<file path="src/rtl/vga_pkg.sv">
// vga_pkg: shared display constants, including the default picture-grid geometry.
package vga_pkg;
  localparam int GRID_COLS = 4;
  localparam int GRID_ROWS = 2;
  localparam int GRID_X0 = 64;
  localparam int GRID_Y0 = 64;
  localparam int TILE_W = 128;
  localparam int TILE_H = 128;
  localparam int TILE_GAP = 16;
endpackage

</file>
<file path="src/rtl/picture_grid_logic_tile_hit.sv">
// tile_hit: combinational test of which grid tile, if any, contains point (x,y).
module tile_hit
  import vga_pkg::*;
#(
  parameter int COLS = vga_pkg::GRID_COLS,
  parameter int ROWS = vga_pkg::GRID_ROWS,
  parameter int X0 = vga_pkg::GRID_X0,
  parameter int Y0 = vga_pkg::GRID_Y0,
  parameter int TILE_W = vga_pkg::TILE_W,
  parameter int TILE_H = vga_pkg::TILE_H,
  parameter int GAP = vga_pkg::TILE_GAP,
  localparam int IW = (ROWS * COLS > 1) ? $clog2(ROWS * COLS) : 1
) (
  input  logic [11:0]   x,
  input  logic [11:0]   y,
  output logic          hit,
  output logic [IW-1:0] idx
);
  logic       hit_c, hit_r;
  logic [3:0] col, row;
  always_comb begin
    hit_c = 1'b0;
    hit_r = 1'b0;
    col = '0;
    row = '0;
    for (int c = 0; c < COLS; c++)
      if (int'(x) >= X0 + c * (TILE_W + GAP) && int'(x) < X0 + c * (TILE_W + GAP) + TILE_W) begin
        hit_c = 1'b1;
        col = 4'(c);
      end
    for (int r = 0; r < ROWS; r++)
      if (int'(y) >= Y0 + r * (TILE_H + GAP) && int'(y) < Y0 + r * (TILE_H + GAP) + TILE_H) begin
        hit_r = 1'b1;
        row = 4'(r);
      end
    hit = hit_c & hit_r;
    idx = IW'(int'(row) * COLS + int'(col));
  end
endmodule

</file>
<file path="src/rtl/picture_grid_logic.sv">
// picture_grid_logic: per-tile click reveal/cover of a picture grid with an open-tile
// limit, timed auto-cover and a registered picture/cover pixel mux.
module picture_grid_logic
  import vga_pkg::*;
#(
  parameter int COLS = vga_pkg::GRID_COLS,
  parameter int ROWS = vga_pkg::GRID_ROWS,
  parameter int X0 = vga_pkg::GRID_X0,
  parameter int Y0 = vga_pkg::GRID_Y0,
  parameter int TILE_W = vga_pkg::TILE_W,
  parameter int TILE_H = vga_pkg::TILE_H,
  parameter int GAP = vga_pkg::TILE_GAP,
  parameter int MAX_OPEN = 2,
  parameter int HOLD_CYCLES = 65_000_000
) (
  input  logic                 clk,
  input  logic                 rst,
  input  logic                 MouseLeft,
  input  logic [11:0]          xpos,
  input  logic [11:0]          ypos,
  input  logic [10:0]          hcount,
  input  logic [10:0]          vcount,
  input  logic [11:0]          rgb_in1,
  input  logic [11:0]          rgb_in2,
  output logic [11:0]          rgb_out,
  output logic [ROWS*COLS-1:0] open_mask,
  output logic                 hold_active
);
  localparam int N = ROWS * COLS;
  localparam int IW = (N > 1) ? $clog2(N) : 1;
  localparam int TW = $clog2(HOLD_CYCLES + 1);
  typedef enum logic [1:0] {IDLE, PRESSED, RELEASE} click_state_t;
  click_state_t  state_q, state_d;
  logic [IW-1:0] k_q, k_d, m_idx, p_idx;
  logic [N-1:0]  open_q, open_d;
  logic          hold_q, hold_d, m_hit, p_hit;
  logic [TW-1:0] timer_q, timer_d;
  logic [11:0]   rgb_q, rgb_d;
  tile_hit #(.COLS(COLS), .ROWS(ROWS), .X0(X0), .Y0(Y0), .TILE_W(TILE_W), .TILE_H(TILE_H), .GAP(GAP))
    u_mouse_hit (.x(xpos), .y(ypos), .hit(m_hit), .idx(m_idx));
  tile_hit #(.COLS(COLS), .ROWS(ROWS), .X0(X0), .Y0(Y0), .TILE_W(TILE_W), .TILE_H(TILE_H), .GAP(GAP))
    u_pixel_hit (.x({1'b0, hcount}), .y({1'b0, vcount}), .hit(p_hit), .idx(p_idx));
  always_comb begin
    state_d = state_q;
    k_d = k_q;
    open_d = open_q;
    hold_d = hold_q;
    timer_d = timer_q;
    if (state_q == IDLE && MouseLeft) begin
      state_d = m_hit ? PRESSED : RELEASE;
      k_d = m_idx;
    end else if (state_q != IDLE && !MouseLeft) begin
      state_d = IDLE;
      if (state_q == PRESSED && !hold_q)
        open_d[k_q] = open_q[k_q] ? 1'b0 : ($countones(open_q) < MAX_OPEN);
    end
    // the timer only starts on the edge where the open count first reaches the limit
    if (hold_q) begin
      timer_d = timer_q + TW'(1);
      if (timer_q == TW'(HOLD_CYCLES - 1)) begin
        open_d = '0;
        hold_d = 1'b0;
      end
    end else if ($countones(open_d) == MAX_OPEN) begin
      hold_d = 1'b1;
      timer_d = '0;
    end
    rgb_d = (p_hit && !open_q[p_idx]) ? rgb_in2 : rgb_in1;
  end
  always_ff @(posedge clk) begin
    if (rst) begin
      state_q <= IDLE;
      k_q <= '0;
      open_q <= '0;
      hold_q <= 1'b0;
      timer_q <= '0;
      rgb_q <= '0;
    end else begin
      state_q <= state_d;
      k_q <= k_d;
      open_q <= open_d;
      hold_q <= hold_d;
      timer_q <= timer_d;
      rgb_q <= rgb_d;
    end
  end
  assign rgb_out = rgb_q;
  assign open_mask = open_q;
  assign hold_active = hold_q;
endmodule

</file>
<file path="config.mk">
export PLATFORM = sky130hd
export DESIGN_NAME = picture_grid_logic
export DESIGN_NICKNAME = d
export VERILOG_FILES = /design/src/rtl/vga_pkg.sv /design/src/rtl/picture_grid_logic_tile_hit.sv /design/src/rtl/picture_grid_logic.sv
export SDC_FILE = /design/constraint.sdc
export NUM_CORES = 1
export LEC_CHECK = 0
export BUFFER_PORTS_ARGS = -buffer_cell sky130_fd_sc_hd__buf_2
export CORE_ASPECT_RATIO = 1.2
export CORE_MARGIN = 2
export CORE_UTILIZATION = 54
export CTS_BUF_LIST = sky130_fd_sc_hd__clkbuf_4 sky130_fd_sc_hd__clkbuf_8
export CTS_CLUSTER_DIAMETER = 60
export CTS_CLUSTER_SIZE = 25
export DETAILED_ROUTE_END_ITERATION = 8
export HOLD_SLACK_MARGIN = 0.05
export PLACE_DENSITY = 0.83
export SYNTH_ARGS = -nofsm -noshare
export SYNTH_HDL_FRONTEND = slang
export SYNTH_HIERARCHICAL = 1
export SYNTH_SLANG_ARGS = --single-unit
export TNS_END_PERCENT = 30
</file>
<file path="constraint.sdc">
create_clock -name clk -period 8.2 [get_ports clk]
set_input_delay 0.41 -clock clk [delete_from_list [all_inputs] [get_ports clk]]
set_output_delay 0.41 -clock clk [all_outputs]
set_load 0.02 [all_outputs]
</file>
==> flow_metrics.env, run 1 <==
export IMPL_reg2reg_setup_slack_ns=1.09
export IMPL_rsz0062_at_grt="no"
export IMPL_yosysTopAreaCell="dfxtp_1"
export IMPL_vdd_ir_drop_max_mv=0.137
export IMPL_io_buffer_count=77
export IMPL_path_class="flop to flop"
export IMPL_postCtsHoldBufs=0
export IMPL_worstSetupPathDepth=21
export IMPL_gp_congestion=0.777
export IMPL_wirelength_mm=7.12
export IMPL_rows=30
export IMPL_nNetsFinal=547
export IMPL_max_freq_mhz=141
export IMPL_post_drt_via_cell_ratio=5.68
export IMPL_status="complete, no violations"
export IMPL_register_area_um2=1040
export IMPL_reg2regPathDepth=21
export IMPL_grt_pass1_vias=2843
export IMPL_synth_ff_latch_count=52
export IMPL_endpoint_kind="flop"
export IMPL_wl_per_cell_um=13.2
export IMPL_final_cell_mix="buf_2, dfxtp_1, nor2_1"
export IMPL_setup_ws_ns=1.09
export IMPL_diodes=0
export IMPL_ios=94
export IMPL_drv_slew=0
export IMPL_core_um2=5740
export IMPL_crit_buf_inv=3
export IMPL_synthToLayoutAreaGrowth_pct=16.2
export IMPL_grt_pass1_wl_mm=12.0
export IMPL_die_height_um=88.9
export IMPL_reg2reg_to="timer_q[5]"
export IMPL_crit_family="adder cells"
export IMPL_slew_headroom=0.530
export IMPL_timing_rr_start="open_mask[0]"
export IMPL_fill_cells=477
export IMPL_cp_required_ns=8.40
export IMPL_p_per_area_nw_per_um2=131
export IMPL_synth_warnings=6
export IMPL_pre_cts_ws_ns=1.06
export IMPL_cts_resized=0
export IMPL_synth_top_area_share=0.321
export IMPL_start_kind="flop"
export IMPL_synth_flop_cell="dfxtp_1"
export IMPL_synth_area_um2=3240
export IMPL_fp_dieW_um=74.7
export IMPL_power_total_mw=0.494
export IMPL_cts_htree_levels=2
export IMPL_crit_path_end="timer_q[5]"
export IMPL_synth_edff_count=0
export IMPL_setup_viol=0
export IMPL_postLayoutCellArea_um2=3760
export IMPL_fin_skew_ns=0.00904
export IMPL_placed_cell_area_um2=3650
export IMPL_hold_violations=0
export IMPL_clk_pin_slew_worst_paths_ns=0.10
export IMPL_dr_first_iter_drc_count=157
export IMPL_cp_max_fo=13
export IMPL_cts_inserted_buffers=5
export IMPL_grt_start_max_net_pins=42
export IMPL_worstPathCellList="fa_1 > inv_1 > fa_1 > fa_1 > nand2b_1 > fa_1 > nor2_1 > o211a_1 > o221ai_1 > o41ai_1 > fa_1 > fa_1 > inv_1 > fa_1 > inv_1 > ha_1 > fa_1 > nor3b_1 > nand2_1 > nand2b_1 > nor2_1"
export IMPL_grt_overflow=0
export IMPL_p_leak_nw=1.57
export IMPL_ant_nets=0
export IMPL_tightest_slew_ns=0.703
export IMPL_fin_crit_sh=0.867
export IMPL_arrival_ns=7.31
export IMPL_vias=3063
export IMPL_fin_util=0.656
export IMPL_seq_area_frac_synth=0.321
export IMPL_setup_tns_ns=0
export IMPL_multiInputGateArea_um2=2030
export IMPL_antenna_found_initial=0
export IMPL_drc=0
export IMPL_fin_crit_ns=7.11
export IMPL_drive_gt1_frac=0.235
export IMPL_slowest_delay_ns=0.65
export IMPL_yosysUniqueCellTypes=60
export IMPL_clockRootBuffer="clkbuf_8"
export IMPL_setup_worst_path_start="open_mask[0]"
export IMPL_synth_avg_cell_area_um2=8.37
export IMPL_async_flop_share=0
export IMPL_cts_path_max_buffers=2
export IMPL_grt_usage=0.230
export IMPL_post_cts_setup_buffer_count=0
export IMPL_dpl_hpwl_mm=5.45
export IMPL_clkLatencyLatePin_ns=0.31
export IMPL_syn_instance_count=387
export IMPL_initial_utilization=0.564
export IMPL_drtPass1Iterations=4
export IMPL_cap_violations=0
export IMPL_final_common_cell="buf_2"
export IMPL_clkSinkCount=52
export IMPL_slowest_stage="o41ai_1"
export IMPL_hp_class="primary input to flop"
export IMPL_synth_area_leaders="dfxtp_1, mux2i_1, fa_1, nor2_1, nand3_1"
export IMPL_die_area_um2=6640
export IMPL_cts_tree="yes"
export IMPL_cp_common_cell="fa_1"
[where the power goes]
group	internal, mW	leakage, nW	switching, mW
logic	0.0249	1.09	0.0320
registers	0.256	0.422	0.00151
clock network	0.0920	0.0548	0.0873
total	0.373	1.57	0.121
[layout make-up]
type / instances / area share
clock buffer: 5 / 0.0183
sequential: 52 / 0.277
clock inverter: 3 / 0.0123
timing repair buffer: 77 / 0.102
multi-input combinational: 298 / 0.540
inverter: 24 / 0.0239
tap: 80 / 0.0266
[worst min-delay path by stage]
stage / depth (start not counted) / end / start
after floorplan: 1 / timer_q[25] / timer_q[25]
after global placement: 1 / timer_q[25] / timer_q[25]
after detailed placement: 1 / timer_q[25] / timer_q[25]
after CTS: 3 / rgb_out[9] / rgb_in2[9]
after global routing: 3 / rgb_out[6] / rgb_in1[6]
final: 3 / rgb_out[9] / rgb_in2[9]
[sequential cells by signal, indices dropped and copies added, names as in the netlist]
name / count
timer_q: 26
rgb_out: 12
open_mask: 8
k_q: 3
state_q: 2
hold_active: 1
[synthesized netlist by cell type, drive strengths merged (2+ instances only)]
cell type,count
o31ai,8
nand2b,5
or3b,2
a31oi,7
o22a,2
buf,6
clkbuf,9
xnor2,3
fa,8
o41ai,2
a21boi,2
or4,8
mux2i,24
maj3,2
ha,8
a2111oi,2
nor2,40
or3,2
nand3,28
a21oi,26
inv,24
o311ai,2
xor2,2
o21ai,16
and3b,2
nor3,9
or2,12
nor4,6
o32a,2
and3,3
and2,2
dfxtp,52
nor3b,2
nand4,9
nor2b,6
o211ai,3
nand2,28
[worst register-to-register path: stages (launching register included)]
cell	delay [ns]
dfxtp_1	0.37
fa_1	0.54
inv_1	0.05
fa_1	0.49
fa_1	0.41
nand2b_1	0.19
fa_1	0.38
nor2_1	0.11
o211a_1	0.15
o221ai_1	0.29
o41ai_1	0.66
fa_1	0.53
fa_1	0.50
inv_1	0.06
fa_1	0.51
inv_1	0.05
ha_1	0.20
fa_1	0.50
nor3b_1	0.30
nand2_1	0.36
nand2b_1	0.31
nor2_1	0.07
[per-stage QoR]
step	hold slack, ns	cells
after floorplan	0.432	389
after global placement	0.454	531
after detailed placement	0.465	531
after CTS	0.321	539
after global routing	0.334	539
final	0.325	539
[kinds of logic after synthesis]
kind of cell	after synthesis	synth area share
other cells	1	0.00116
flops	52	0.321
xor+xnor	5	0.0135
mux	25	0.0811
buf+inv	39	0.0537
simple gates	168	0.278
fa+ha+maj	18	0.0865
compound gates	79	0.165
[metal layers]
| layer | track usage | vias to the layer above | wire [um] |
|---|---|---|---|
| met3 | 0.0421 | 18 | 264 |
| met2 | 0.420 | 89 | 3700 |
| met5 | 0 | - | 0 |
| met1 | 0.258 | 1420 | 3000 |
| met4 | 0.0942 | 0 | 154 |
| li1 | - | 1536 | - |
(Power assumes the default switching activity.)
==> inputs of run 2 (changes only) <==
Settings changed: PLACE_DENSITY 0.83 to 0.87.
==> run 2 against run 1 <==
  * Sequential power is essentially flat
  * Clock skew is 0.0010 ns higher
  * Global-route usage down 0.55 points
  * Critical path depth is the same
  * Hold slack better by 0.0027 ns
  * Cell count unchanged
  * Total power fell by 0.80%
  * Count of clock-buffer cells in the layout did not move
  * Clock power shrank 2%
  * Utilization fell by 0.065 points
  * Register-to-register slack barely moved
  * Setup slack worse by 0.010 ns
  * Critical endpoint is now timer_q[3]
  * Largest power group unchanged
==> flow_metrics.env, run 2 (synthesized netlist as in run 1, its figures left out) <==
export IMPL_status="complete, no violations"
export IMPL_clkSinkCount=52
export IMPL_setup_tns_ns=0
export IMPL_vias=3076
export IMPL_drc=0
export IMPL_cts_inserted_buffers=5
export IMPL_start_kind="flop"
export IMPL_hold_violations=0
export IMPL_cts_path_max_buffers=2
export IMPL_setup_viol=0
export IMPL_max_freq_mhz=140
export IMPL_postCtsHoldBufs=0
export IMPL_io_buffer_count=77
export IMPL_diodes=0
export IMPL_arrival_ns=7.32
export IMPL_ios=94
export IMPL_grt_pass1_vias=2867
export IMPL_rows=30
export IMPL_rsz0062_at_grt="no"
export IMPL_core_um2=5740
export IMPL_largest_reg_flops=26
export IMPL_worstPathCellList="fa_1 > inv_1 > fa_1 > fa_1 > nand2b_1 > fa_1 > nor2_1 > o211a_1 > o221ai_1 > o41ai_1 > fa_1 > fa_1 > inv_1 > fa_1 > inv_1 > ha_1 > fa_1 > nor3b_1 > nand2_1 > nand2b_1 > nor2_1"
export IMPL_hp_class="primary input to flop"
export IMPL_slew_headroom=0.522
export IMPL_synthToLayoutAreaGrowth_pct=16.1
export IMPL_ant_nets=0
export IMPL_post_drt_via_cell_ratio=5.71
export IMPL_fp_dieW_um=74.7
export IMPL_top_register="timer_q"
export IMPL_nNetsFinal=547
export IMPL_endpoint_kind="flop"
export IMPL_final_cell_mix="buf_2, dfxtp_1, nor2_1"
export IMPL_slowest_delay_ns=0.66
export IMPL_cp_common_cell="fa_1"
export IMPL_dp_cells=531
export IMPL_slowest_stage="o41ai_1"
export IMPL_cts_htree_levels=2
export IMPL_wirelength_mm=7.05
export IMPL_fill_cells=482
export IMPL_p_per_area_nw_per_um2=130
export IMPL_drtPass1Iterations=4
export IMPL_dr_first_iter_drc_count=174
export IMPL_antenna_found_initial=0
export IMPL_vdd_ir_drop_max_mv=0.109
export IMPL_drv_slew=0
export IMPL_cts_resized=0
export IMPL_cp_required_ns=8.40
export IMPL_grt_overflow=0
export IMPL_post_cts_setup_buffer_count=0
export IMPL_grt_usage=0.224
export IMPL_grt_start_max_net_pins=42
export IMPL_clkLatencyLatePin_ns=0.31
export IMPL_die_height_um=88.9
export IMPL_grt_pass1_wl_mm=11.9
export IMPL_final_common_cell="buf_2"
export IMPL_cap_violations=0
export IMPL_wl_per_cell_um=13.1
export IMPL_fin_util=0.655
export IMPL_fin_skew_ns=0.0101
export IMPL_initial_utilization=0.564
export IMPL_die_area_um2=6640
export IMPL_fin_cells=539
export IMPL_fin_crit_ns=7.12
export IMPL_fin_crit_sh=0.868
export IMPL_dpl_hpwl_mm=5.30
export IMPL_gp_congestion=0.817
export IMPL_tightest_slew_ns=0.717
export IMPL_p_leak_nw=1.57
export IMPL_path_class="flop to flop"
export IMPL_cp_max_fo=13
export IMPL_drive_gt1_frac=0.235
export IMPL_clk_pin_slew_worst_paths_ns=0.10
export IMPL_clockRootBuffer="clkbuf_8"
export IMPL_cts_tree="yes"
## run 2: cell count changes in the layout (fill, tap and decap cells not counted), sizes merged
cell	delta
clkinv	+1
inv	-1
## run 2: path summary, 6_finish.rpt
| path | cells after the start | startpoint | slack (ns) | to |
|---|---|---|---|---|
| worst max-delay path | 21 | open_mask[0] | 1.08 | timer_q[3] |
| worst min-delay path | 3 | rgb_in2[1] | 0.33 | rgb_out[1] |
| worst max register to register | 21 | open_mask[0] | 1.08 | timer_q[3] |
| worst min register to register | 1 | timer_q[25] | 0.47 | timer_q[25] |
## run 2: final cells by class
class / count / area [um2] / share of cell area
multi-input combinational: 298 / 2030 / 0.541
sequential: 52 / 1040 / 0.277
timing repair buffer: 77 / 385 / 0.102
tap: 80 / 100 / 0.0266
inverter: 24 / 90.1 / 0.0240
clock buffer: 5 / 68.8 / 0.0183
clock inverter: 3 / 42.5 / 0.0113
## run 2: metal layers
layer / routed length, um / vias up / GRT usage / part of all wire
met3: 268 / 15 / 0.0342 / 0.038
met5: 0 / - / 0 / 0
met2: 3690 / 96 / 0.415 / 0.52
met4: 167 / 0 / 0.0860 / 0.024
li1: - / 1534 / - / -
met1: 2920 / 1431 / 0.254 / 0.41
## run 2: report_power, final
group,internal (mW),switching [mW]
clock network,0.0904,0.0849
logic,0.0249,0.0322
registers,0.256,0.00145
total,0.372,0.118
## run 2: through the flow
| step | total power, mW | instance area [um2] | hold slack [ns] | setup WS (ns) |
|---|---|---|---|---|
| 3_3_place_gp | 0.318 | 3650 | 0.451 | 1.20 |
| 2_1_floorplan | 0.295 | 3250 | 0.432 | 1.60 |
| 3_5_place_dp | 0.320 | 3650 | 0.458 | 1.08 |
| 4_1_cts | 0.493 | 3760 | 0.322 | 1.03 |
| 6_report | 0.490 | 3760 | 0.327 | 1.08 |
| 5_1_grt | 0.507 | 3760 | 0.331 | 0.506 |
## run 2: critical path, delay by kind of cell, from the launching register on
family | cells | cell delay (ns)
AO/OA/AOI/OAI | 3 | 1.09
buffers and inverters | 3 | 0.15
adder cells (fa/ha/maj) | 9 | 4.08
AND/OR/NAND/NOR | 6 | 1.33
flip-flops | 1 | 0.37
